==> config.mk <==
export PLATFORM = sky130hd
export DESIGN_NAME = fphub_align_prep_flat
export DESIGN_NICKNAME = d
export VERILOG_FILES = /design/src/rtl/fphub_pkg.sv /design/src/rtl/fphub_align_prep_if.sv /design/src/rtl/fphub_unpack.sv /design/src/rtl/fphub_align_prep.sv /design/src/flat_wrapper.sv
export SDC_FILE = /design/constraint.sdc
export NUM_CORES = 1
export LEC_CHECK = 0
export BUFFER_PORTS_ARGS = -buffer_cell sky130_fd_sc_hd__clkbuf_2
export CORE_MARGIN = 2
export CORE_UTILIZATION = 28
export DETAILED_ROUTE_END_ITERATION = 8
export SLEW_MARGIN = 20
export SYNTH_ARGS = -nofsm -noshare
export SYNTH_HDL_FRONTEND = slang
export SYNTH_SLANG_ARGS = --single-unit
==> constraint.sdc <==
create_clock -name clk -period 2.1 [get_ports clk]
set_input_delay 0.105 -clock clk [delete_from_list [all_inputs] [get_ports clk]]
set_output_delay 0.105 -clock clk [all_outputs]
set_load 0.05 [all_outputs]
==> src/rtl/fphub_pkg.sv <==
// Shared FP HUB adder types and constants: format widths, extended-mantissa width and the
// unpacked-operand record produced by fphub_unpack.
package fphub_pkg;

    localparam int unsigned M                   = 23;
    localparam int unsigned E                   = 8;
    localparam int unsigned extra_bits_mantissa = 7;

    function automatic int unsigned ext_width(input int unsigned m, input int unsigned xb);
        return m + xb;
    endfunction

    // Width of the alignment shifter datapath
    localparam int unsigned W = ext_width(M, extra_bits_mantissa);

    localparam logic [E-1:0] EXP_MAX = '1;

    typedef struct packed {
        logic         sign;
        logic [E-1:0] exp;
        logic [W-1:0] ext_man;
        logic         is_zero;
        logic         is_special;
    } operand_t;

endpackage

==> src/rtl/fphub_align_prep_if.sv <==
// Handshake and payload bundle of the FP HUB operand-preparation stage.
// The slave modport is the stage itself; the master modport is its environment.
interface fphub_align_prep_if;
    import fphub_pkg::*;

    logic           in_valid;
    logic           in_ready;
    logic [E+M:0]   x;
    logic [E+M:0]   y;
    logic           sub;

    logic           out_valid;
    logic           out_ready;
    logic [W-1:0]   man_big;
    logic [W-1:0]   man_small;
    logic [E:0]     shift_amount;
    logic [E-1:0]   exp_big;
    logic           sign_big;
    logic           eff_sub;
    logic           swap;
    logic           special;
    logic           zero_small;

    modport slave (
        input  in_valid, x, y, sub, out_ready,
        output in_ready, out_valid, man_big, man_small, shift_amount, exp_big,
               sign_big, eff_sub, swap, special, zero_small
    );

    modport master (
        output in_valid, x, y, sub, out_ready,
        input  in_ready, out_valid, man_big, man_small, shift_amount, exp_big,
               sign_big, eff_sub, swap, special, zero_small
    );

endinterface

==> src/rtl/fphub_unpack.sv <==
// Splits a HUB operand into fields and builds its extended mantissa
// {hidden, man, ILSB=1, zeros}; exponent 0 is an exact zero (no subnormals).
module fphub_unpack
    import fphub_pkg::*;
(
    input  logic [E+M:0] op,
    output operand_t     u
);

    logic [E-1:0] exp;

    assign exp = op[E+M-1:M];

    always_comb begin
        u            = '0;
        u.sign       = op[E+M];
        u.exp        = exp;
        u.is_zero    = (exp == '0);
        u.is_special = (exp == EXP_MAX);
        if (exp != '0) begin
            u.ext_man = {1'b1, op[M-1:0], 1'b1, {(extra_bits_mantissa-2){1'b0}}};
        end
    end

endmodule

==> src/rtl/fphub_align_prep.sv <==
// Two-stage operand preparation ahead of the FP HUB alignment shifter.
// Define FPHUB_ALIGN_SAT_EN to clamp shift_amount to the datapath width W.
module fphub_align_prep
    import fphub_pkg::*;
(
    input  logic               clk,
    input  logic               rst,
    fphub_align_prep_if.slave  bus
);

    localparam logic [E:0] SHIFT_SAT = (E+1)'(W);

    operand_t   ux, uy;
    operand_t   s1_x_q, s1_y_q;
    logic       s1_valid_q;
    logic       s1_sy_eff_q;
    logic       s1_mx_ge_my_q;
    logic [E:0] s1_d_q;

    logic       s2_can_load;
    logic       in_ready;
    logic       swap_c;
    logic [E:0] dist_c;
    logic [E:0] shift_c;

    fphub_unpack u_unpack_x (.op(bus.x), .u(ux));
    fphub_unpack u_unpack_y (.op(bus.y), .u(uy));

    // No skid buffer: readiness ripples combinationally from out_ready
    assign s2_can_load  = !bus.out_valid || bus.out_ready;
    assign in_ready     = !s1_valid_q || s2_can_load;
    assign bus.in_ready = in_ready;

    always_ff @(posedge clk) begin
        if (rst) begin
            s1_valid_q    <= 1'b0;
            s1_x_q        <= '0;
            s1_y_q        <= '0;
            s1_sy_eff_q   <= 1'b0;
            s1_mx_ge_my_q <= 1'b0;
            s1_d_q        <= '0;
        end else if (in_ready) begin
            s1_valid_q <= bus.in_valid;
            if (bus.in_valid) begin
                s1_x_q        <= ux;
                s1_y_q        <= uy;
                s1_sy_eff_q   <= uy.sign ^ bus.sub;
                s1_mx_ge_my_q <= (ux.ext_man >= uy.ext_man);
                s1_d_q        <= {1'b0, ux.exp} - {1'b0, uy.exp};
            end
        end
    end

    // Equal magnitudes keep x as the big operand
    always_comb begin
        swap_c = s1_d_q[E] || ((s1_d_q == '0) && !s1_mx_ge_my_q);
        dist_c = swap_c ? ('0 - s1_d_q) : s1_d_q;
`ifdef FPHUB_ALIGN_SAT_EN
        shift_c = (dist_c > SHIFT_SAT) ? SHIFT_SAT : dist_c;
`else
        shift_c = dist_c;
`endif
    end

    always_ff @(posedge clk) begin
        if (rst) begin
            bus.out_valid    <= 1'b0;
            bus.man_big      <= '0;
            bus.man_small    <= '0;
            bus.shift_amount <= '0;
            bus.exp_big      <= '0;
            bus.sign_big     <= 1'b0;
            bus.eff_sub      <= 1'b0;
            bus.swap         <= 1'b0;
            bus.special      <= 1'b0;
            bus.zero_small   <= 1'b0;
        end else if (s2_can_load) begin
            bus.out_valid <= s1_valid_q;
            if (s1_valid_q) begin
                bus.man_big      <= swap_c ? s1_y_q.ext_man : s1_x_q.ext_man;
                bus.man_small    <= swap_c ? s1_x_q.ext_man : s1_y_q.ext_man;
                bus.shift_amount <= shift_c;
                bus.exp_big      <= swap_c ? s1_y_q.exp : s1_x_q.exp;
                bus.sign_big     <= swap_c ? s1_sy_eff_q : s1_x_q.sign;
                bus.eff_sub      <= s1_x_q.sign ^ s1_sy_eff_q;
                bus.swap         <= swap_c;
                bus.special      <= s1_x_q.is_special || s1_y_q.is_special;
                bus.zero_small   <= swap_c ? s1_x_q.is_zero : s1_y_q.is_zero;
            end
        end
    end

    // SHIFT_SAT is only referenced in the saturating build
    logic unused_sat;
    assign unused_sat = ^SHIFT_SAT;

endmodule

==> src/flat_wrapper.sv <==
// flat-port wrapper written by rule: the top's interface ports become plain ports
module fphub_align_prep_flat import fphub_pkg::*;
  (clk, rst, bus_in_valid, bus_x, bus_y, bus_sub, bus_out_ready, bus_in_ready, bus_out_valid, bus_man_big, bus_man_small, bus_shift_amount, bus_exp_big, bus_sign_big, bus_eff_sub, bus_swap, bus_special, bus_zero_small);
  fphub_align_prep_if bus_i ();
  input  logic clk;
  input  logic rst;
  input wire logic [$bits(bus_i.in_valid)-1:0] bus_in_valid;
  input wire logic [$bits(bus_i.x)-1:0] bus_x;
  input wire logic [$bits(bus_i.y)-1:0] bus_y;
  input wire logic [$bits(bus_i.sub)-1:0] bus_sub;
  input wire logic [$bits(bus_i.out_ready)-1:0] bus_out_ready;
  output wire logic [$bits(bus_i.in_ready)-1:0] bus_in_ready;
  output wire logic [$bits(bus_i.out_valid)-1:0] bus_out_valid;
  output wire logic [$bits(bus_i.man_big)-1:0] bus_man_big;
  output wire logic [$bits(bus_i.man_small)-1:0] bus_man_small;
  output wire logic [$bits(bus_i.shift_amount)-1:0] bus_shift_amount;
  output wire logic [$bits(bus_i.exp_big)-1:0] bus_exp_big;
  output wire logic [$bits(bus_i.sign_big)-1:0] bus_sign_big;
  output wire logic [$bits(bus_i.eff_sub)-1:0] bus_eff_sub;
  output wire logic [$bits(bus_i.swap)-1:0] bus_swap;
  output wire logic [$bits(bus_i.special)-1:0] bus_special;
  output wire logic [$bits(bus_i.zero_small)-1:0] bus_zero_small;
  assign bus_i.in_valid = bus_in_valid;
  assign bus_i.x = bus_x;
  assign bus_i.y = bus_y;
  assign bus_i.sub = bus_sub;
  assign bus_i.out_ready = bus_out_ready;
  assign bus_in_ready = bus_i.in_ready;
  assign bus_out_valid = bus_i.out_valid;
  assign bus_man_big = bus_i.man_big;
  assign bus_man_small = bus_i.man_small;
  assign bus_shift_amount = bus_i.shift_amount;
  assign bus_exp_big = bus_i.exp_big;
  assign bus_sign_big = bus_i.sign_big;
  assign bus_eff_sub = bus_i.eff_sub;
  assign bus_swap = bus_i.swap;
  assign bus_special = bus_i.special;
  assign bus_zero_small = bus_i.zero_small;
  fphub_align_prep u_core (.clk(clk), .rst(rst), .bus(bus_i));
endmodule
After elaboration in Yosys (flattened, before gate mapping) --
Cells that the tools add are included.
Word-level totals: bits of input ports 69, bits in registers 176, output and inout port bits 84, logic and storage cells 53
Cells by class: reductions and logical operators 15, add/sub/neg operators 2, multiplexer cells 8, magnitude comparators 1, equal/unequal tests 2, bitwise operators 2
Operator list (count):
- two-way mux 30 bit | 4
- >= comparator 30 bit | 1
- == test 8 bit (second input constant) | 2
- logical NOT 8 bit | 2
- nonzero test 8 bit | 2
- logical NOT 9 bit | 1
- two-way mux 9 bit | 1
- subtractor 1 x 9 -> 9 bit (first input constant) | 1
- subtractor 8 x 8 -> 9 bit | 1
- two-way mux 8 bit | 1
- logical OR 1 bit | 4
- AND reduction 2 bit | 2
- logical NOT 1 bit | 3
- two-way mux 1 bit | 2
- XOR 1 bit | 2
- logical AND 1 bit | 1

Logic depth before layout (Yosys ltp) --
depth in word-level cells 4, depth in mapped cells 11, mapped depth without buffers 9

Modules after synthesis --
From an unflattened synthesis, not the netlist that was laid out.
Unflattened totals: cells, all modules 1034, area total of the unflattened synthesis 8764.7 um^2
By module, submodules not included:
- fphub_align_prep | cells each 934, times used 1, sequential area each 3523.4 um^2, area each 7941.4 um^2
- fphub_unpack | cells each 50, times used 2, sequential area each 0.0 um^2, area each 411.6 um^2

Worst setup path before layout --
No wires, ideal clock.
kind input-to-reg, from input bus_y[23], to register u_core.s1_mx_ge_my_q, data arrival time 2.053 ns, setup slack -0.073 ns, data required time 1.980 ns, path buffers 2, stages on the path 11, library setup time 0.120 ns, cell sequence nor4_1 > nand2_1 > buf_2 > buf_1 > nand2_1 > ha_1 > a21oi_1 > o21ai_1 > a2111oi_2 > nand2_1 > o31a_1
Between the ends: cells in the longest elaborated chain, start to end 3
Ends and longest elaborated chain:
- from (decl) | RTL line flat_wrapper.sv:9 | input wire logic [$bits(bus_i.y)-1:0] bus_y;
- nonzero test 8 bit | RTL line fphub_unpack.sv:20 | if (exp != '0) begin
- two-way mux 30 bit | RTL line fphub_unpack.sv:20
- >= comparator 30 bit | RTL line fphub_align_prep.sv:48 | s1_mx_ge_my_q <= (ux.ext_man >= uy.ext_man);
- to (signal assigned) | RTL line fphub_align_prep.sv:48
- to (decl) | RTL line fphub_align_prep.sv:17 | logic s1_mx_ge_my_q;
No other way between the ends. A chain may end at the register's enable or synchronous reset.

Worst setup path in the final report --
from register u_core.s1_d_q[0], to register u_core.bus.man_small[13]
Between the ends: cells in the longest elaborated chain, start to end 4
Ends and longest elaborated chain:
- from (decl) | RTL line fphub_align_prep.sv:18 | logic [E:0] s1_d_q;
- from (signal assigned) | RTL line fphub_align_prep.sv:49 | s1_d_q <= {1'b0, ux.exp} - {1'b0, uy.exp};
- logical NOT 9 bit | RTL line fphub_align_prep.sv:56 | swap_c = s1_d_q[E] || ((s1_d_q == '0) && !s1_mx_ge_my_q);
- logical AND 1 bit | RTL line fphub_align_prep.sv:56
- logical OR 1 bit | RTL line fphub_align_prep.sv:56
- two-way mux 30 bit | RTL line fphub_align_prep.sv:81 | bus.man_small <= swap_c ? s1_x_q.ext_man : s1_y_q.ext_man;
- to (signal assigned) | RTL line fphub_align_prep.sv:81
- to (decl) | RTL line fphub_align_prep_if.sv:26 | output in_ready, out_valid, man_big, man_small, shift_amount, exp_big,
No other way between the ends.

==> metrics.log <==
[metrics] Worst R2R End: u_core.bus.man_small[13]$_SDFFE_PP0P_
[metrics] Clk pin slew, worst setup/hold paths: about 70 ps
[metrics] post-route met1 wirelength: 9710 um
[metrics] number of nets in the layout: 1,151
[metrics] Hold Crit Depth: 4
[metrics] Post-Layout Cell Count: 1,399
[metrics] number of antenna repair diodes: 0
[metrics] area share of the largest cell type after synthesis: 0.396
[metrics] clock tree from TritonCTS: built
[metrics] 1st-pass router iterations: 7
[metrics] total die area: 0.0288 mm2
[metrics] worst skew pair latency: around 420 ps
[metrics] via count of the first global-routing pass: about 6.3k
[metrics] detail-routed net length per standard cell: roughly 15 um
[metrics] Area growth, synth to finish: 28.2%
[metrics] All-Layer GR Usage: 0.142
[metrics] cell area after synthesis: a little under 0.008 mm2
[metrics] number of I/O pins: 153
[metrics] startpoint of the lowest-slack hold path: bus_x[10]
[metrics] root buffer selected by CTS: sky130_fd_sc_hd__clkbuf_16
[metrics] metal3 WL: 784 um
[metrics] R2R setup slack: about 66 ps
[metrics] length of routed met2 wiring: slightly below 10,000 um
[metrics] final number of setup-violating endpoints: 0
[metrics] cts bufs inserted: 17
[metrics] result of the run: finished, final reports clean
[metrics] top metal layer carrying routed signals: met4
[metrics] number of port buffers: 142
[metrics] CTS Buffer Depth: 2
[metrics] highest fanout seen on the critical path: 26
[metrics] Core Box Area: ~0.027 mm2
[metrics] register bit total from synthesis: about 150
[metrics] Worst Reg-to-Reg Cells: 8
[metrics] top achievable clock speed: 492 MHz
[metrics] Initial DRC Count: about 440
[metrics] Routability Congestion: 0.833
[metrics] horizontal die dimension: 170 um
[metrics] ranking of synthesized cells by instance count: 152 x sky130_fd_sc_hd__dfxtp_1, 138 x sky130_fd_sc_hd__nand2_1, 93 x sky130_fd_sc_hd__nor2_1
[metrics] worst slack on hold paths: approximately 49 ps
[metrics] number of warning messages in the yosys log: 0
[metrics] share of post-route cells with drive strength above 1: 0.302
[metrics] wirelength, routed: approximately 20,000 um
[metrics] wire length of the first global-routing pass: about 32,000 um
[metrics] proportion of synthesized chip area in sequential cells: 0.396
[metrics] type of the tightest min-delay check: primary input to register
[metrics] residual overflow from global routing: 0
[metrics] endpoints failing hold: 0
[metrics] Max-slew headroom: 0.602
[metrics] Tmin final: a little over 2000 ps
[metrics] initial antenna violation count: 0
[metrics] total instance count after detailed placement: 1,339
[metrics] EDFF count, synth: 0
[metrics] post-route clock period utilization: 0.969
[metrics] maximum number of pins on one net before global-route repair: 67
[metrics] most frequently used cell type in the post-synthesis netlist: sky130_fd_sc_hd__dfxtp_1
[metrics] max-cap violation count: 0
[metrics] Clock Skews: approximately 9.6 ps
[metrics] type of the worst setup path: register to register
[metrics] largest area contributor in the synthesized netlist: sky130_fd_sc_hd__dfxtp_1
[metrics] worst endpoint data arrival time: approximately 2300 ps
[metrics] power per cell area: ~850 mW/mm2
[metrics] Top FF cell, synth: sky130_fd_sc_hd__dfxtp_1
[metrics] count of cell types in the netlist: 49
[metrics] Endpoint, Worst Hold: u_core.s1_x_q[18]$_SDFFE_PP0P_
[metrics] via density per instance: 4.68
[metrics] placed cell area: between 0.008 and 0.009 mm2
[metrics] crit path capture type: register
[metrics] CTS sink cnt: between 150 and 200
[metrics] category of the worst setup path launch point: register
[metrics] biggest area contributors in the synthesized netlist: sky130_fd_sc_hd__dfxtp_1 40%, sky130_fd_sc_hd__a211oi_2 10%, sky130_fd_sc_hd__mux2i_1 7.7%
[metrics] FFs w/ async S/R, synth: 0
[metrics] number of DRC violations after detailed routing: 0
[metrics] total number of vias: 6,554
[metrics] worst supply voltage drop on vdd: around 0.00046 V
[metrics] H-tree level count: 4
[metrics] setup repair after global routing missed its margin: true
[metrics] Post-DP HPWL: around 14,000 um
[metrics] cell leakage power: around 4.3 nW
[metrics] Die Span Y: ~170 um
[metrics] data required time at the worst endpoint: 2400 ps
[metrics] worst reg2reg startpoint: u_core.s1_d_q[0]$_SDFFE_PP0P_
[metrics] worst slew pin tran: between 500 and 600 ps
[metrics] count of final max-slew check failures: 0
[metrics] final standard cell area without fillers: roughly 0.0098 mm2
[metrics] antenna-violating nets left: 0
[metrics] synthesized area per cell: 8.86 um2
[metrics] FP Rows: 60
[metrics] starting density of the core: 0.285
[metrics] Gate Count Post-Synth: between 800 and 900
routing by layer:
| metal | up-vias | GRT usage |
|---|---|---|
| li1 | 3349 | - |
| met1 | 3061 | 0.182 |
| met2 | 122 | 0.238 |
| met3 | 22 | 0.0313 |
| met4 | 0 | 0.0446 |
| met5 | - | 0 |
stage by stage:
stage	utilization	worst slack (ps)	TNS, ps	power (mW)
after floorplan	-	-30.5	-30.5	4.66
after global placement	0.330	-323	-413	5.11
after detailed placement	0.330	-332	-567	5.13
after CTS	0.363	-14.0	-14.0	8.41
after global routing	0.365	-60.9	-336	8.73
final	0.365	66.1	0	8.33
how the worst max path moves through the flow:
stage / cells after the start / to / slack (ps) / from
after global routing: 8 / u_core.bus.shift_amount[6]$_SDFFE_PP0P_ / -60 / u_core.s1_d_q[4]$_SDFFE_PP0P_
after detailed placement: 11 / u_core.s1_mx_ge_my_q$_SDFFE_PP0P_ / -330 / bus_x[23]
after global placement: 11 / u_core.s1_mx_ge_my_q$_SDFFE_PP0P_ / -320 / bus_x[23]
final: 8 / u_core.bus.man_small[13]$_SDFFE_PP0P_ / 70 / u_core.s1_d_q[0]$_SDFFE_PP0P_
after floorplan: 10 / u_core.s1_mx_ge_my_q$_SDFFE_PP0P_ / -30 / bus_x[23]
after CTS: 8 / u_core.bus.shift_amount[5]$_SDFFE_PP0P_ / -10 / u_core.s1_d_q[2]$_SDFFE_PP0P_
final cells by class:
cell class                      count  area, um2
Inverter                           21       78.8
Fill cell                        2771      17100
Timing Repair Buffer              226       1530
Clock buffer                       20        447
Multi-Input combinational cell    628       4180
Sequential cell                   152       3040
Tap cell                          341        427
Clock inverter                     11        146
sequential cells by signal (all words and copies together) (netlist names):
name / flops
u_core.bus.eff_sub: 1
u_core.bus.exp_big: 8
u_core.bus.man_big: 24
u_core.bus.man_small: 24
u_core.bus.out_valid: 1
u_core.bus.shift_amount: 9
u_core.bus.sign_big: 1
u_core.bus.special: 1
u_core.bus.swap: 1
u_core.bus.zero_small: 1
u_core.s1_d_q: 9
u_core.s1_mx_ge_my_q: 1
u_core.s1_sy_eff_q: 1
u_core.s1_valid_q: 1
u_core.s1_x_q: 35
u_core.s1_y_q: 34
cell families (layout without fill, tap and decap cells):
group / after synthesis / after routing / share of synthesized area
multiplexers: 59 / 59 / 0.0769
buffers and inverters: 96 / 278 / 0.0730
XOR/XNOR: 7 / 7 / 0.00798
other: 1 / 10 / 0.000488
flip-flops: 152 / 152 / 0.396
adder cells (fa/ha/maj): 36 / 36 / 0.0596
AO/OA/AOI/OAI: 188 / 188 / 0.197
AND/OR/NAND/NOR: 328 / 328 / 0.189
worst max-delay path, cell delays in order (launching register included):
cell and delay (ps):
sky130_fd_sc_hd__dfxtp_1 330, sky130_fd_sc_hd__inv_1 50, sky130_fd_sc_hd__ha_2 200, sky130_fd_sc_hd__nor4bb_4 160
sky130_fd_sc_hd__ha_2 190, sky130_fd_sc_hd__a21oi_4 330, sky130_fd_sc_hd__buf_12 260, sky130_fd_sc_hd__mux2i_1 280
sky130_fd_sc_hd__a211oi_2 100
power breakdown:
group | switching (mW) | internal [mW] | leakage [nW] | total (mW)
Clock | 1.29 | 1.90 | 0.287 | 3.19
Sequential | 0.120 | 3.08 | 1.25 | 3.20
Combinational | 1.22 | 0.731 | 2.74 | 1.95
Total | 2.62 | 5.71 | 4.28 | 8.33
cell usage in the layout (no fill, tap or decap), types with 5 or more instances in the layout:
cell type	synthesis	layout
sky130_fd_sc_hd__dfxtp_1	152	151
sky130_fd_sc_hd__clkbuf_2	0	141
sky130_fd_sc_hd__nand2_1	138	137
sky130_fd_sc_hd__nor2_1	93	93
sky130_fd_sc_hd__a21oi_1	87	86
sky130_fd_sc_hd__a211oi_2	62	62
sky130_fd_sc_hd__mux2i_1	59	55
sky130_fd_sc_hd__buf_4	19	46
sky130_fd_sc_hd__ha_1	35	33
sky130_fd_sc_hd__nand3_1	30	30
sky130_fd_sc_hd__dlygate4sd3_1	0	28
sky130_fd_sc_hd__inv_1	20	20
sky130_fd_sc_hd__clkbuf_16	0	17
sky130_fd_sc_hd__nor3_1	15	15
sky130_fd_sc_hd__and2_1	16	14
sky130_fd_sc_hd__and2_4	10	11
sky130_fd_sc_hd__conb_1	1	10
sky130_fd_sc_hd__o21ai_0	8	8
sky130_fd_sc_hd__buf_12	0	8
sky130_fd_sc_hd__xnor2_1	7	7
sky130_fd_sc_hd__nand4_1	6	6
sky130_fd_sc_hd__a211oi_1	6	6
sky130_fd_sc_hd__nor4_1	8	5
what timing repair did:
action                                  4_1_cts  5_1_grt
resized for setup                             2       12
hold buffers                                 28        0
endpoints found under the hold margin        27        0
setup buffers                                 1        0
endpoints found under the setup margin       17       62
pin swaps                                     1        2
(Power assumes the default switching activity.)
